`src/rtl/shift_add_multiplier_if.sv`:
```
// Handshake and operand/result bundle for the shift-and-add multiplier.
// The master side drives start and the operands; the slave side is the multiplier.
interface shift_add_multiplier_if #(
  parameter int unsigned WIDTH = 4
);
  logic                   start;
  logic [WIDTH-1:0]       multiplicand;
  logic [WIDTH-1:0]       multiplier;
  logic                   busy;
  logic                   done;
  logic [2*WIDTH-1:0]     product;

  modport master (
    output start, multiplicand, multiplier,
    input  busy, done, product
  );

  modport slave (
    input  start, multiplicand, multiplier,
    output busy, done, product
  );
endinterface

```
`src/rtl/shift_add_multiplier.sv`:
```
// Sequential unsigned multiplier: one WIDTH-bit add and one right shift of {C,A,Q}
// per clock, giving a 2*WIDTH-bit product after WIDTH cycles in RUN.
module shift_add_multiplier #(
  parameter int unsigned WIDTH = 4
) (
  input  logic                  clk,
  input  logic                  rst_n,
  shift_add_multiplier_if.slave bus
);

  localparam int unsigned CW = $clog2(WIDTH) + 1;

  typedef enum logic [1:0] {
    IDLE = 2'd0,
    RUN  = 2'd1,
    DONE = 2'd2
  } state_t;

  state_t               state;
  state_t               next_state;
  logic [WIDTH-1:0]     m_reg;
  logic [WIDTH-1:0]     a_reg;
  logic [WIDTH-1:0]     q_reg;
  logic [CW-1:0]        cnt;
  logic [2*WIDTH-1:0]   product_reg;

  logic [WIDTH:0]       sum;
  logic                 carry;
  logic [WIDTH-1:0]     a_next;
  logic [WIDTH-1:0]     q_next;
  logic                 last_iter;

  // The carry C is consumed by the shift in the same edge that produces it and
  // always re-enters as 0, so it only needs to exist as the adder's carry-out.
  always_comb begin
    sum    = {1'b0, a_reg} + (q_reg[0] ? {1'b0, m_reg} : '0);
    carry  = sum[WIDTH];
    a_next = {carry, sum[WIDTH-1:1]};
    q_next = {sum[0], q_reg[WIDTH-1:1]};
  end

  assign last_iter = (cnt == CW'(WIDTH - 1));

  always_ff @(posedge clk or negedge rst_n) begin
    if (!rst_n) begin
      state <= IDLE;
    end else begin
      state <= next_state;
    end
  end

  always_comb begin
    next_state = state;
    case (state)
      IDLE:    if (bus.start) next_state = RUN;
      RUN:     if (last_iter) next_state = DONE;
      DONE:    next_state = IDLE;
      default: next_state = IDLE;
    endcase
  end

  always_ff @(posedge clk or negedge rst_n) begin
    if (!rst_n) begin
      m_reg       <= '0;
      a_reg       <= '0;
      q_reg       <= '0;
      cnt         <= '0;
      product_reg <= '0;
    end else begin
      case (state)
        IDLE: begin
          if (bus.start) begin
            m_reg <= bus.multiplicand;
            q_reg <= bus.multiplier;
            a_reg <= '0;
            cnt   <= '0;
          end
        end
        RUN: begin
          a_reg <= a_next;
          q_reg <= q_next;
          cnt   <= cnt + CW'(1);
          if (last_iter) begin
            product_reg <= {a_next, q_next};
          end
        end
        default: begin
        end
      endcase
    end
  end

  assign bus.busy    = (state == RUN);
  assign bus.done    = (state == DONE);
  assign bus.product = product_reg;

endmodule

```
`src/flat_wrapper.sv`:
```
// flat-port wrapper written by rule: the top's interface ports become plain ports
module shift_add_multiplier_flat 
#(
  parameter int unsigned WIDTH = 4
)
  (clk, rst_n, bus_start, bus_multiplicand, bus_multiplier, bus_busy, bus_done, bus_product);
  shift_add_multiplier_if #(.WIDTH(WIDTH)) bus_i ();
  input  logic clk;
  input  logic rst_n;
  input wire logic [$bits(bus_i.start)-1:0] bus_start;
  input wire logic [$bits(bus_i.multiplicand)-1:0] bus_multiplicand;
  input wire logic [$bits(bus_i.multiplier)-1:0] bus_multiplier;
  output wire logic [$bits(bus_i.busy)-1:0] bus_busy;
  output wire logic [$bits(bus_i.done)-1:0] bus_done;
  output wire logic [$bits(bus_i.product)-1:0] bus_product;
  assign bus_i.start = bus_start;
  assign bus_i.multiplicand = bus_multiplicand;
  assign bus_i.multiplier = bus_multiplier;
  assign bus_busy = bus_i.busy;
  assign bus_done = bus_i.done;
  assign bus_product = bus_i.product;
  shift_add_multiplier #(.WIDTH(WIDTH)) u_core (.clk(clk), .rst_n(rst_n), .bus(bus_i));
endmodule
```
`config.mk`:
```
export PLATFORM = sky130hd
export DESIGN_NAME = shift_add_multiplier_flat
export DESIGN_NICKNAME = d
export VERILOG_FILES = /design/src/rtl/shift_add_multiplier_if.sv /design/src/rtl/shift_add_multiplier.sv /design/src/flat_wrapper.sv
export SDC_FILE = /design/constraint.sdc
export NUM_CORES = 1
export LEC_CHECK = 0
export CORE_MARGIN = 4
export CORE_UTILIZATION = 51
export DETAILED_ROUTE_END_ITERATION = 10
export PLACE_DENSITY = 0.8
export SYNTH_ARGS = -nofsm -noshare
export SYNTH_HDL_FRONTEND = slang
export SYNTH_SLANG_ARGS = --single-unit
```
`constraint.sdc`:
```
create_clock -name clk -period 2.09 [get_ports clk]
set_input_delay 0.418 -clock clk [delete_from_list [all_inputs] [get_ports clk]]
set_output_delay 0.418 -clock clk [all_outputs]
set_load 0.03 [all_outputs]
```
Yosys cells after proc, flatten, opt, wreduce, memory -nomap -nowiden
Index checks and enable logic that the tools add are counted.
{"block": "totals", "output_inout_bits": 10, "in_bits": 11, "regBits": 25}
{"block": "classes", "n_eq_ne": 5, "reduce_logical": 6, "addsub": 2, "mux": 10}
{"operator": "4-bit one-hot mux with 2 select lines", "n": 2}
{"operator": "4-bit two-way mux", "n": 3}
{"operator": "2-bit AND reduction", "n": 4}
{"operator": "3-bit one-hot mux with 2 select lines", "n": 1}
{"operator": "4-bit by 5-bit adder with 5-bit output", "n": 1}
{"operator": "2-bit two-way mux", "n": 2}
{"operator": "2-bit one-hot mux with 2 select lines", "n": 1}
{"operator": "3-bit by 1-bit adder with 3-bit output (second input constant)", "n": 1}
{"operator": "3-bit by 2-bit equality test with 1-bit output (second input constant)", "n": 1}
{"operator": "3-bit two-way mux", "n": 1}
{"operator": "2-bit by 1-bit equality test with 1-bit output (second input constant)", "n": 1}
{"operator": "2-bit equality test (second input constant)", "n": 1}
{"operator": "2-bit zero test", "n": 1}
{"operator": "2-bit by 1-bit inequality test with 1-bit output (second input constant)", "n": 1}
{"operator": "2-bit inequality test (second input constant)", "n": 1}
{"operator": "2-bit nonzero test", "n": 1}

Logic depth before layout (Yosys ltp)
Gate-level depths: netlist of run 1.
{"block": "logic_depth", "ltp_word": 3, "ltp_mapped": 8}

Worst setup path before layout of run 1
No wires, ideal clock.
{"block": "synth_timing", "kind": "reg2reg", "startpoint": "register u_core.q_reg[0]", "endpoint": "register u_core.product_reg[7], in the netlist u_core.bus.product[7]", "path_stages_with_launch": 9, "required_time_ns": 1.965, "t_arrival_ns": 1.439, "n_path_buf": 0, "setup_time_ns": 0.125, "path_slack_ns": 0.527, "path_cell_list": "dfrtp_1 > and2_1 > ha_1 > inv_1 > fa_1 > nor2b_1 > o21ai_0 > nand2b_1 > mux2_2"}
{"block": "synth_between", "elab_chain_len": 2}
{"item": "start: declaration", "line": "shift_add_multiplier.sv:23", "rtl": "logic [WIDTH-1:0] q_reg;"}
{"item": "start signal: assignment", "line": "shift_add_multiplier.sv:74", "rtl": "q_reg <= bus.multiplier;"}
{"item": "start signal: assignment", "line": "shift_add_multiplier.sv:81", "rtl": "q_reg <= q_next;"}
{"item": "4-bit two-way mux", "line": "shift_add_multiplier.sv:36", "rtl": "sum = {1'b0, a_reg} + (q_reg[0] ? {1'b0, m_reg} : '0);"}
{"item": "4-bit by 5-bit adder with 5-bit output", "line": "shift_add_multiplier.sv:36"}
{"item": "end signal: assignment", "line": "shift_add_multiplier.sv:84", "rtl": "product_reg <= {a_next, q_next};"}
{"item": "end: declaration", "line": "shift_add_multiplier.sv:25", "rtl": "logic [2*WIDTH-1:0] product_reg;"}
No other way between the ends.
A chain may end at the register's enable or synchronous reset.

Final worst setup path of run 1
{"block": "layout_timing", "startpoint": "register u_core.state[0]", "endpoint": "output bus_busy"}
{"block": "layout_between", "elab_chain_len": 1}
{"item": "start: declaration", "line": "shift_add_multiplier.sv:19", "rtl": "state_t state;"}
{"item": "start signal: assignment", "line": "shift_add_multiplier.sv:48", "rtl": "state <= next_state;"}
{"item": "2-bit by 1-bit equality test with 1-bit output", "line": "shift_add_multiplier.sv:93", "rtl": "assign bus.busy = (state == RUN);"}
{"item": "end: declaration", "line": "flat_wrapper.sv:13", "rtl": "output wire logic [$bits(bus_i.busy)-1:0] bus_busy;"}
No other way between the ends.

==> impl_metrics.tcl, run 1 <==
set metrics [dict create \
    outcome "complete, no violations" \
    cts_inserted_buffers 3 \
    grt_pass1_vias 884 \
    slew_violations 0 \
    powerDensity_nw_per_um2 1338 \
    final_cell_mix "dfrtp_1, clkdlybuf4s50_1, o21ai_0" \
    vias 817 \
    cts_sinks 25 \
    critPathLaunchType "register" \
    hold_path.class "in2async" \
    rsz0062_at_grt "no" \
    syn_nets 122 \
    die_h_um 56.91 \
    fin_area_sq_um 1466 \
    fin_nets 146 \
    htreeDepth 1 \
    crit_type "reg2out" \
    die_w_um 56.91 \
    max_stage_delay_ns 0.57 \
    fin_worst_skew_ns 0.001343 \
    worst_pin_slew_ns 0.3616 \
    synth_top_area_cell "dfrtp_1" \
    io_pins 21 \
    syn_area_sq_um 1220 \
    tns_ns 0 \
    yosysTopAreaCellShare_pct 51.28 \
    clk_latency_ns 0.31 \
    grt_max_degree 26 \
    fillCellCount 186 \
    ctsHoldBuffers 0 \
    syn_inst 104 \
    final_common_cell "dfrtp_1" \
    hpwl_mm 1.700 \
    finalCritPeriodShare_pct 93.21 \
    clockBufferDepth 2 \
    antenna_found_initial 0 \
    required_ns 1.67 \
    antenna_cells 0 \
    clk_pin_slew_worst_paths_ns 0.12 \
    crit_buf_inv 2 \
    drc 0 \
    wl_per_cell_um 14.46 \
    cts_tree "built" \
    crit_chain "nand2b_4 -> inv_6 -> dlygate4sd2_1" \
    end_kind "primary output" \
    yosys_warnings 0 \
    period_needed_ns 1.948 \
    vias_per_cell 5.271 \
    p_leak_uw 0.0007061 \
    synth.distinct_cells 27 \
    wl_mm 2.241 \
    ir_drop_uv 852.5 \
    ys_ff_latch 25 \
    grt_remaining_overflow 0 \
    hold_violations 0 \
    critPathTopFamily "flip-flops" \
    area_growth_pct 20.21 \
    fmax_mhz 513.3 \
    cp_max_fo 10 \
    grtUsageTotal_pct 15.86 \
    globalplace.congestion 0.8614 \
    postCtsSetupRepairBufs 0 \
    synth_area_per_cell_sq_um 11.73 \
    critPathArrivalTime_ns 1.53 \
    slowest_stage "dfrtp_1" \
    drive_above_1_share_pct 14.96 \
    dieArea_sq_um 3239 \
    portBuffers 20 \
    seq_area_frac_synth_pct 51.28 \
    drt_pass1_iterations 4 \
    synthTopCellsByArea "dfrtp_1, ha_1, o21ai_0" \
    cts-root-buf "clkbuf_4" \
    final-setup-viol-count 0 \
    largest_reg_flops 8 \
    rows 17 \
    grt_pass1_wl_mm 4.029 \
    place_area_sq_um 1443 \
    core_area_sq_um 2255 \
    drt_iter0_markers 6 \
    start_util_pct 54.11 \
    slew_headroom_pct 75.88 \
    drtAntennaViolNets 0 \
    drv_cap 0 \
]
## power breakdown
group	switching, uW	internal (uW)	leakage [uW]
Sequential	152	678	0.000317
Clock	131	74.5	0.0000150
Combinational	490	438	0.000374
## cell usage after synthesis, drive strengths merged
library cell,n
and2,3
nor2,1
mux2i,1
a22oi,3
o21bai,1
xor2,2
nand2,11
fa,1
nand2b,2
a21o,1
buf,3
and3b,1
nor2b,6
inv,7
mux2,9
dfrtp,25
o21ai,13
a21oi,5
and2b,1
a22o,2
ha,6
## stage by stage
step	power (uW)	util [%]	hold slack [ns]	std cells	worst slack, ns
global placement	1743	63.98	0.4664	151	0.2521
floorplan	1494	-	0.1224	104	0.5265
global route	2120	65.04	0.4692	155	0.06734
finish	1963	65.04	0.4586	155	0.1419
detailed placement	1787	63.98	0.4710	151	0.2219
CTS	1985	65.04	0.4668	155	0.1354
## logic make-up (layout without fill, tap and decap cells)
| family | after synthesis | in the layout | share of synthesized area [%] |
|---|---|---|---|
| and+or+nand+nor | 25 | 25 | 12.10 |
| adders and majority gates | 7 | 7 | 7.795 |
| xor gates and xnor gates | 2 | 2 | 1.436 |
| buffers and inverters | 10 | 33 | 4.820 |
| DFF | 25 | 25 | 51.28 |
| muxes | 10 | 10 | 10.36 |
| AOI/OAI and AO/OA | 25 | 25 | 12.20 |
## metal layers
layer | up-vias | GRT usage (%) | share of wire, %
met5 | - | 0 | 0
met1 | 389 | 21.28 | 46
met4 | 0 | 4.967 | 0.67
met2 | 27 | 25.94 | 47
li1 | 399 | - | -
met3 | 2 | 2.989 | 5.8
## final timing paths
check	from	end	slack, ns	cells after the start
max	u_core.state[0]$_DFFE_PN0P_	bus_busy	0.14	3
min	rst_n	u_core.bus.product[3]$_DFFE_PN0P_	0.46	2
max reg2reg	u_core.q_reg[0]$_DFFE_PN0P_	u_core.bus.product[7]$_DFFE_PN0P_	0.32	8
min reg2reg	u_core.cnt[2]$_DFFE_PN0P_	u_core.cnt[2]$_DFFE_PN0P_	0.50	2
max in group asynchronous	rst_n	u_core.cnt[2]$_DFFE_PN0P_	1.40	2
min in group clk	u_core.cnt[2]$_DFFE_PN0P_	u_core.cnt[2]$_DFFE_PN0P_	0.50	2
## cell type report
cell class                      instances  area (sq um)  share of cell area, %
Inverter                                7         31.28                  2.133
Tap cell                               28         35.03                  2.389
Sequential cell                        25         625.6                  42.66
Timing Repair Buffer                   22         212.7                  14.51
Clock buffer                            4         26.28                  1.792
Multi-Input combinational cell         69         535.5                  36.52
## what timing repair did
action                                 4_1_cts  5_1_grt
setup endpoints to repair                    2        0
endpoints found under the hold margin        0        0
resized for setup                            2        0
Note: power is estimated with default switching activity, not from simulation.
==> run 2: changes to the inputs <==
--- a/config.mk
+++ b/config.mk
@@ -8,6 +8,7 @@
 export CORE_MARGIN = 4
 export CORE_UTILIZATION = 51
 export DETAILED_ROUTE_END_ITERATION = 10
+export GPL_TIMING_DRIVEN = 1
 export PLACE_DENSITY = 0.8
 export SYNTH_ARGS = -nofsm -noshare
 export SYNTH_HDL_FRONTEND = slang
==> results of run 2 <==
Same layout as run 1: the final DEF is identical, and so are final timing and power.
